===== config.mk =====
export PLATFORM = sky130hd
export DESIGN_NAME = linear_array_frame_capture
export DESIGN_NICKNAME = d
export VERILOG_FILES = /design/src/rtl/linear_array_frame_capture.sv
export SDC_FILE = /design/constraint.sdc
export NUM_CORES = 2
export LEC_CHECK = 0
export CORE_ASPECT_RATIO = 0.5
export CORE_MARGIN = 10
export CORE_UTILIZATION = 50
export DETAILED_ROUTE_END_ITERATION = 12
export GPL_ROUTABILITY_DRIVEN = 0
export PLACE_DENSITY = 0.63
export RECOVER_POWER = 100
export SLEW_MARGIN = 0
export SYNTH_ARGS = -nofsm -noshare
export SYNTH_HDL_FRONTEND = slang
export SYNTH_SLANG_ARGS = --single-unit

===== constraint.sdc =====
create_clock -name sensor_clk -period 6 [get_ports sensor_clk]
set_input_delay 1.2 -clock sensor_clk [delete_from_list [all_inputs] [get_ports sensor_clk]]
set_output_delay 1.2 -clock sensor_clk [all_outputs]
set_load 0.01 [all_outputs]

===== src/rtl/linear_array_frame_capture.sv =====
// Linear photodiode array frame capture: SI-triggered pixel capture into a ping-pong
// buffer, with per-frame peak value/index and pixel sum, plus a registered host read port.
module linear_array_frame_capture #(
    parameter int NUM_PIXELS = 128,
    parameter int DATA_W     = 8,
    parameter int PIX_OFFSET = 1,
    localparam int IW        = $clog2(NUM_PIXELS)
) (
    input  logic                 sensor_clk,
    input  logic                 reset,
    input  logic                 si_pulse,
    input  logic [DATA_W-1:0]    adc_data,
    input  logic [IW-1:0]        rd_addr,
    output logic [DATA_W-1:0]    rd_data,
    output logic                 frame_done,
    output logic                 frame_valid,
    output logic                 frame_error,
    output logic [DATA_W-1:0]    peak_value,
    output logic [IW-1:0]        peak_index,
    output logic [DATA_W+IW-1:0] pixel_sum
);

    localparam int SUM_W = DATA_W + IW;
    localparam logic [IW-1:0] LAST_PIX = IW'(NUM_PIXELS - 1);
    // The rise edge itself is delay clock 0, so DELAY holds PIX_OFFSET-1 cycles in total.
    localparam logic [3:0] DLY_INIT = (PIX_OFFSET > 1) ? 4'(PIX_OFFSET - 2) : 4'd0;

    typedef enum logic [1:0] {S_IDLE, S_DELAY, S_CAPTURE} state_t;

    state_t              state_q, state_d;
    logic                si_q, si_d;
    logic [3:0]          dly_q, dly_d;
    logic [IW-1:0]       pix_q, pix_d;
    logic                wr_bank_q, wr_bank_d;
    logic [DATA_W-1:0]   run_max_q, run_max_d;
    logic [IW-1:0]       run_idx_q, run_idx_d;
    logic [SUM_W-1:0]    run_sum_q, run_sum_d;
    logic [DATA_W-1:0]   rd_data_q, rd_data_d;
    logic                frame_done_q, frame_done_d;
    logic                frame_valid_q, frame_valid_d;
    logic                frame_error_q, frame_error_d;
    logic [DATA_W-1:0]   peak_value_q, peak_value_d;
    logic [IW-1:0]       peak_index_q, peak_index_d;
    logic [SUM_W-1:0]    pixel_sum_q, pixel_sum_d;

    logic [DATA_W-1:0]   mem [2*NUM_PIXELS];
    logic                mem_we;
    logic [IW:0]         mem_waddr;

    logic                rise;
    logic [DATA_W-1:0]   cur_max;
    logic [IW-1:0]       cur_idx;
    logic [SUM_W-1:0]    cur_sum;

    // NOTE: every signal assigned in always_comb gets a default first, so no latches are inferred.
    always_comb begin
        rise          = si_pulse & ~si_q;
        si_d          = si_pulse;
        state_d       = state_q;
        dly_d         = dly_q;
        pix_d         = pix_q;
        wr_bank_d     = wr_bank_q;
        run_max_d     = run_max_q;
        run_idx_d     = run_idx_q;
        run_sum_d     = run_sum_q;
        frame_done_d  = 1'b0;
        frame_error_d = 1'b0;
        frame_valid_d = frame_valid_q;
        peak_value_d  = peak_value_q;
        peak_index_d  = peak_index_q;
        pixel_sum_d   = pixel_sum_q;
        mem_we        = 1'b0;
        mem_waddr     = {wr_bank_q, pix_q};
        rd_data_d     = mem[{~wr_bank_q, rd_addr}];

        // Running statistics including the pixel on adc_data this cycle; pixel 0 seeds them.
        if (pix_q == '0) begin
            cur_max = adc_data;
            cur_idx = '0;
            cur_sum = SUM_W'(adc_data);
        end else begin
            cur_max = run_max_q;
            cur_idx = run_idx_q;
            if (adc_data > run_max_q) begin
                cur_max = adc_data;
                cur_idx = pix_q;
            end
            cur_sum = run_sum_q + SUM_W'(adc_data);
        end

        if (rise) begin
            frame_error_d = (state_q != S_IDLE);
            state_d       = (PIX_OFFSET == 1) ? S_CAPTURE : S_DELAY;
            dly_d         = DLY_INIT;
            pix_d         = '0;
        end else begin
            case (state_q)
                S_IDLE: ;
                S_DELAY: begin
                    if (dly_q != '0) begin
                        dly_d = dly_q - 4'd1;
                    end else begin
                        state_d = S_CAPTURE;
                        pix_d   = '0;
                    end
                end
                S_CAPTURE: begin
                    mem_we    = 1'b1;
                    run_max_d = cur_max;
                    run_idx_d = cur_idx;
                    run_sum_d = cur_sum;
                    pix_d     = pix_q + 1'b1;
                    if (pix_q == LAST_PIX) begin
                        state_d       = S_IDLE;
                        wr_bank_d     = ~wr_bank_q;
                        frame_done_d  = 1'b1;
                        frame_valid_d = 1'b1;
                        peak_value_d  = cur_max;
                        peak_index_d  = cur_idx;
                        pixel_sum_d   = cur_sum;
                    end
                end
                default: state_d = S_IDLE;
            endcase
        end
    end

    always_ff @(posedge sensor_clk) begin
        if (reset) begin
            state_q       <= S_IDLE;
            si_q          <= 1'b0;
            dly_q         <= '0;
            pix_q         <= '0;
            wr_bank_q     <= 1'b0;
            run_max_q     <= '0;
            run_idx_q     <= '0;
            run_sum_q     <= '0;
            rd_data_q     <= '0;
            frame_done_q  <= 1'b0;
            frame_valid_q <= 1'b0;
            frame_error_q <= 1'b0;
            peak_value_q  <= '0;
            peak_index_q  <= '0;
            pixel_sum_q   <= '0;
        end else begin
            state_q       <= state_d;
            si_q          <= si_d;
            dly_q         <= dly_d;
            pix_q         <= pix_d;
            wr_bank_q     <= wr_bank_d;
            run_max_q     <= run_max_d;
            run_idx_q     <= run_idx_d;
            run_sum_q     <= run_sum_d;
            rd_data_q     <= rd_data_d;
            frame_done_q  <= frame_done_d;
            frame_valid_q <= frame_valid_d;
            frame_error_q <= frame_error_d;
            peak_value_q  <= peak_value_d;
            peak_index_q  <= peak_index_d;
            pixel_sum_q   <= pixel_sum_d;
        end
    end

    // NOTE: buffer RAM has no reset so it maps onto block RAM; only its read register is cleared.
    always_ff @(posedge sensor_clk) begin
        if (mem_we) begin
            mem[mem_waddr] <= adc_data;
        end
    end

    assign rd_data     = rd_data_q;
    assign frame_done  = frame_done_q;
    assign frame_valid = frame_valid_q;
    assign frame_error = frame_error_q;
    assign peak_value  = peak_value_q;
    assign peak_index  = peak_index_q;
    assign pixel_sum   = pixel_sum_q;

endmodule


After elaboration in Yosys (flattened, before gate mapping)

Memory sizes are Yosys's and may differ from the RTL's. A register that Yosys moved wholly into a read port is not among the register bits.
Index checks and enable logic that the tools add are counted.

Divide/modulo/power cells: 0
Shift-type cells: 0
Equal/unequal tests: 8
$lt $le $gt $ge: 1
$mul: 0
Bitwise gates (word level): 6
Add/subtract/negate cells: 3
Reduce and logical (&&, ||, !) cells: 14
Mux-type cells: 16

Operators with widths:

| kind                                             | number |
|---|---|
| two-way mux 7 bit                                | 3 |
| two-way mux 8 bit                                | 2 |
| adder 15 x 8 -> 15 bit                           | 1 |
| two-way mux 15 bit                               | 1 |
| case mux 7 bit (2 select lines)                  | 1 |
| AND reduction 3 bit                              | 3 |
| > comparator 8 bit                               | 1 |
| adder 7 x 1 -> 7 bit, second input constant      | 1 |
| == test 7 bit, second input constant             | 1 |
| logical NOT 7 bit                                | 1 |
| two-way mux 2 bit                                | 3 |
| != test 2 bit, second input constant             | 3 |
| != test 3 bit, second input constant             | 2 |
| case mux 2 bit (3 select lines)                  | 1 |
| AND reduction 2 bit                              | 3 |
| two-way mux 1 bit                                | 5 |
| inverter 1 bit                                   | 5 |
| nonzero test 2 bit                               | 2 |
| nonzero test 4 bit                               | 1 |
| OR reduction 2 bit                               | 2 |
| subtractor 4 x 1 -> 4 bit, second input constant | 1 |
| OR reduction 3 bit                               | 1 |
| == test 2 x 1 -> 1 bit, second input constant    | 1 |
| == test 2 bit, second input constant             | 1 |
| 2 further kinds                                  | 2 |

Register bits after elaboration: 78
Bits of input ports: 18
Bits in writable memories: 2,048
Bits in latches: 0
Output and inout port bits: 41
ROM bits: 0
Logic and storage cells: 64
Memories: 1

Memory list:

| name | words | bits a word | rd ports | clocked after Yosys merged registers in | wr ports | line | source |
|---|---|---|---|---|---|---|---|
| mem  | 256   | 8           | 1        | 1                                       | 1        | 46   | `logic [DATA_W-1:0] mem [2*NUM_PIXELS];` |

Longest topological paths before layout

Depth after elaboration: 5
Mapped depth: 11
Depth with buffers taken out: 10

Least setup slack after synthesis

OpenSTA, ideal clock, no wires.

Kind: input port to flip-flop
Start point: in adc_data[0]
End point: reg run_sum_q[14]
Buffers on the path: 0
Path slack: 2.837 ns
Required time: 5.925 ns
Arrival: 3.088 ns
Library setup time: 0.075 ns
Stages: 10
Cells stage by stage: ha_1 inv_1 fa_1 and2b_1 o2111ai_1 and3_4 nor3_4 nand3_2 or3_1 a31oi_1

Cells in the longest elaborated chain, start to end: 2

RTL lines:

| element                | line | source |
|---|---|---|
| from (decl)            | 12   | `input logic [DATA_W-1:0] adc_data,` |
| adder 15 x 8 -> 15 bit | 88   | `cur_sum = run_sum_q + SUM_W'(adc_data);` |
| two-way mux 15 bit     | 77   | `if (pix_q == '0) begin` |
| to (signal assigned)   | 153  | `run_sum_q <= run_sum_d;` |
| to (decl)              | 37   | `logic [SUM_W-1:0] run_sum_q, run_sum_d;` |

Every way passes these cells.
A chain may end at the register's enable or synchronous reset.

Worst setup path after layout

Start point: in si_pulse
End point: mem mem[220][0], enable pin

Cells in the longest elaborated chain, start to end: 4

RTL lines:

| element                                 | line | source |
|---|---|---|
| from (decl)                             | 11   | `input logic si_pulse,` |
| bitwise AND 1 bit                       | 57   | `rise = si_pulse & ~si_q;` |
| two-way mux 1 bit                       | 91   | `if (rise) begin` |
| two-way mux 1 bit                       | 166  | `if (mem_we) begin` |
| two-way mux 1 bit (implied by the code) | 167  | `mem[mem_waddr] <= adc_data;` |
| to (decl)                               | 46   |  |

Every way passes these cells.

==> metrics.txt <==
Post-synth EDFFs=2048; CTS buffer count=between 150 and 200; Worst Clk Skew=~0.027 ns; CTS tree=yes; Pins Over Slew Limit=1850; crit end category=register; final hold viol count=0; fin crit share=around 85%; final hold slack=between 0.4 and 0.5 ns; PwrDens=roughly 320 nW/µm²; Worst EP arrival=around 5.4 ns; unrepaired setup endpoints after global routing=no; asr flop ratio synth=0%; failing checks=capacitance limit, slew limit; die width=594 µm; clock root cell=clkbuf_16; global-route wire length before repair=roughly 300000 µm; per-cell routed wire length=~32 µm; Core ar.=around 160000 µm²; most common cell after layout, fill and taps aside=edfxtp_1; relative slew slack=-162%; crit-path cells=dlygate4sd3_1 -> nand2b_1 -> nand2_1 -> or2_0 -> nor2_1; fmax=196 MHz; Rows=105; routed via count=roughly 41000; cell taking the most area after synthesis=edfxtp_1; H-tree depth=4; first-pass iteration count of the detailed router=9; area used by multi-input combinational logic=~18000 µm²; fillers=12200; status=complete, but fails checks; max-cap violations=35; CTS resizes=0; Final nets=4139; predominant post-synthesis flop cell=edfxtp_1; total negative setup slack=0 ns; drt total wl=between 200000 and 250000 µm; share of layout cells above drive strength 1=slightly below 20%; cell area after synthesis=around 82000 µm²; P_leak=~28 nW; CTS clk-pin slew, worst paths=0.06 ns; Detail Placement HPWL=between 100000 and 150000 µm; Max FO, Critical Path=14; I/O pin total=between 50 and 60; clock sinks=roughly 2100; CP max stage delay=roughly 2.3 ns; Antenna Nets Post-Route=0; Worst EP required=approximately 6.3 ns; Overflow after GRT=0; final setup fails=0; synth top area cells=edfxtp_1 75%, mux4_2 14%, dfxtp_1 2.0%; Hold Buf Count CTS=0; area growth from synthesis to layout=10.5%; area occupied by registers=between 60000 and 70000 µm²; most frequent cells in the layout=2048 x edfxtp_1, 496 x mux4_2, 337 x nor2_1; worst skew pair latency=approximately 0.80 ns; Post-route DRC=0; Worst VDD drop=0.000312 V; maximum clock path buffer count=3; count of cell types in the netlist=61; Iteration-0 DRC Markers=5270; Buffers on Ports=58; gr usage total=roughly 23%; initial antenna violation count=11; Die Y=between 300 and 400 µm; postcts setup bufs=0; syn_nets=4049; CP Class=in -> reg; largest net degree at the start of global routing=around 220; number of synthesis warnings=0; time the worst path needs with I/O delays and setup=approximately 5 ns; number of global-route vias before repair=between 40000 and 50000; worst-margin pin slew=slightly below 4 ns; register area share after synthesis=between 70 and 80%; Via density=approximately 6.4; average cell area after synthesis=roughly 21 µm²; Yosys top cell area share=74.7%; die area=roughly 180000 µm²; Worst Hold Class=reg -> reg; critical path's slowest cell=or2_0; Initial Utilization=between 50 and 60%; synthesized instance count=about 4000; Critical Path Start Type=input port; #FFs+latches synth=roughly 2100
-- cell families after synthesis --
| group | count (synthesis) | synth area share, % |
|---|---|---|
| xor gates and xnor gates | 17 | 0.181 |
| muxes | 609 | 14.9 |
| DFF | 2129 | 76.7 |
| adders and majority gates | 21 | 0.328 |
| and+or+nand+nor | 596 | 3.24 |
| buffers and inverters | 263 | 1.69 |
| AOI/OAI and AO/OA | 375 | 2.91 |
-- Yosys cell counts, types with 4 or more instances --
| cell | count |
|---|---|
| mux2i_1 | 112 |
| and2_1 | 4 |
| a22oi_1 | 17 |
| nand3b_1 | 6 |
| nand3_1 | 66 |
| o21ai_1 | 13 |
| a32o_1 | 4 |
| nand2_1 | 62 |
| a21oi_1 | 33 |
| o21ai_0 | 68 |
| nor3_1 | 28 |
| dfxtp_1 | 81 |
| o221ai_1 | 8 |
| o22ai_1 | 145 |
| o211ai_1 | 6 |
| a31oi_1 | 10 |
| nor2b_1 | 10 |
| mux4_2 | 496 |
| buf_4 | 48 |
| a311oi_1 | 6 |
| xor2_1 | 9 |
| inv_1 | 15 |
| edfxtp_1 | 2048 |
| clkbuf_1 | 97 |
| buf_6 | 16 |
| buf_1 | 5 |
| o2111ai_1 | 8 |
| buf_2 | 82 |
| a211oi_1 | 37 |
| nand2b_1 | 6 |
| nor2_1 | 336 |
| o31ai_1 | 9 |
| nor4_1 | 26 |
| ha_1 | 20 |
| nand4_1 | 19 |
| a21o_1 | 4 |
| and3_1 | 7 |
| xnor2_1 | 8 |
| or3_1 | 6 |
-- critical path, delay by kind of cell --
| family | cells | cell delay, ns |
|---|---|---|
| AND/OR/NAND/NOR | 4 | 3.57 |
| buffers and inverters | 1 | 0.58 |
-- state kept, by name, indices dropped and copies added (netlist names) --
signal and cells:
frame_done 1, frame_error 1, frame_valid 1, mem 2048
peak_index 7, peak_value 8, pix_q 7, pixel_sum 15
rd_data 8, run_idx_q 7, run_max_q 8, run_sum_q 15
si_q 1, state_q 1, wr_bank_q 1
-- layout make-up --
cell class / instances / share of cell area, %
repair buffers: 155 / 1.49
multi-input cells: 1618 / 19.5
clock inverters: 94 / 1.02
diodes: 2 / 0.00550
flip-flops and latches: 2129 / 69.4
clock buffers: 241 / 5.49
inverters: 15 / 0.0619
well taps: 2193 / 3.02
-- through the flow --
stage	utilization (%)	setup WS (ns)	area, µm²	power (W)	std cells
finish	55.5	0.899	91000	0.0295	6447
global route	55.5	0.831	91000	0.0303	6445
CTS	55.7	1.98	91200	0.0296	6444
detailed placement	52.0	1.12	85200	0.0180	6109
global placement	52.0	1.15	85200	0.0180	6109
floorplan	-	2.84	82300	0.0174	4010
-- per-layer routing --
metal	global-route usage (%)	routed length (µm)	vias up	share of wire (%)
met4	7.21	7220	2	3.5
met2	33.9	94400	2085	45
met5	0	13	-	0.0062
li1	-	-	16800	-
met3	5.76	22600	405	11
met1	32.6	84000	21800	40
-- power by group --
| part | leakage [nW] | total (W) | internal (W) | switching (W) |
|---|---|---|---|---|
| Sequential | 19.1 | 0.0163 | 0.0163 | 0.0000204 |
| Clock | 2.89 | 0.0118 | 0.00656 | 0.00529 |
| Combinational | 5.94 | 0.00134 | 0.000449 | 0.000887 |
| Total | 27.9 | 0.0295 | 0.0233 | 0.00620 |
-- final timing paths --
check,start,endpoint,slack [ns],cells after the start
setup / recovery,si_pulse,mem[220][0],0.90,5
hold / removal,pixel_sum[8],pixel_sum[8],0.46,2
setup reg to reg,pix_q[0],mem[220][0],1.16,5
hold reg to reg,pixel_sum[8],pixel_sum[8],0.46,2
(Power assumes the default switching activity.)
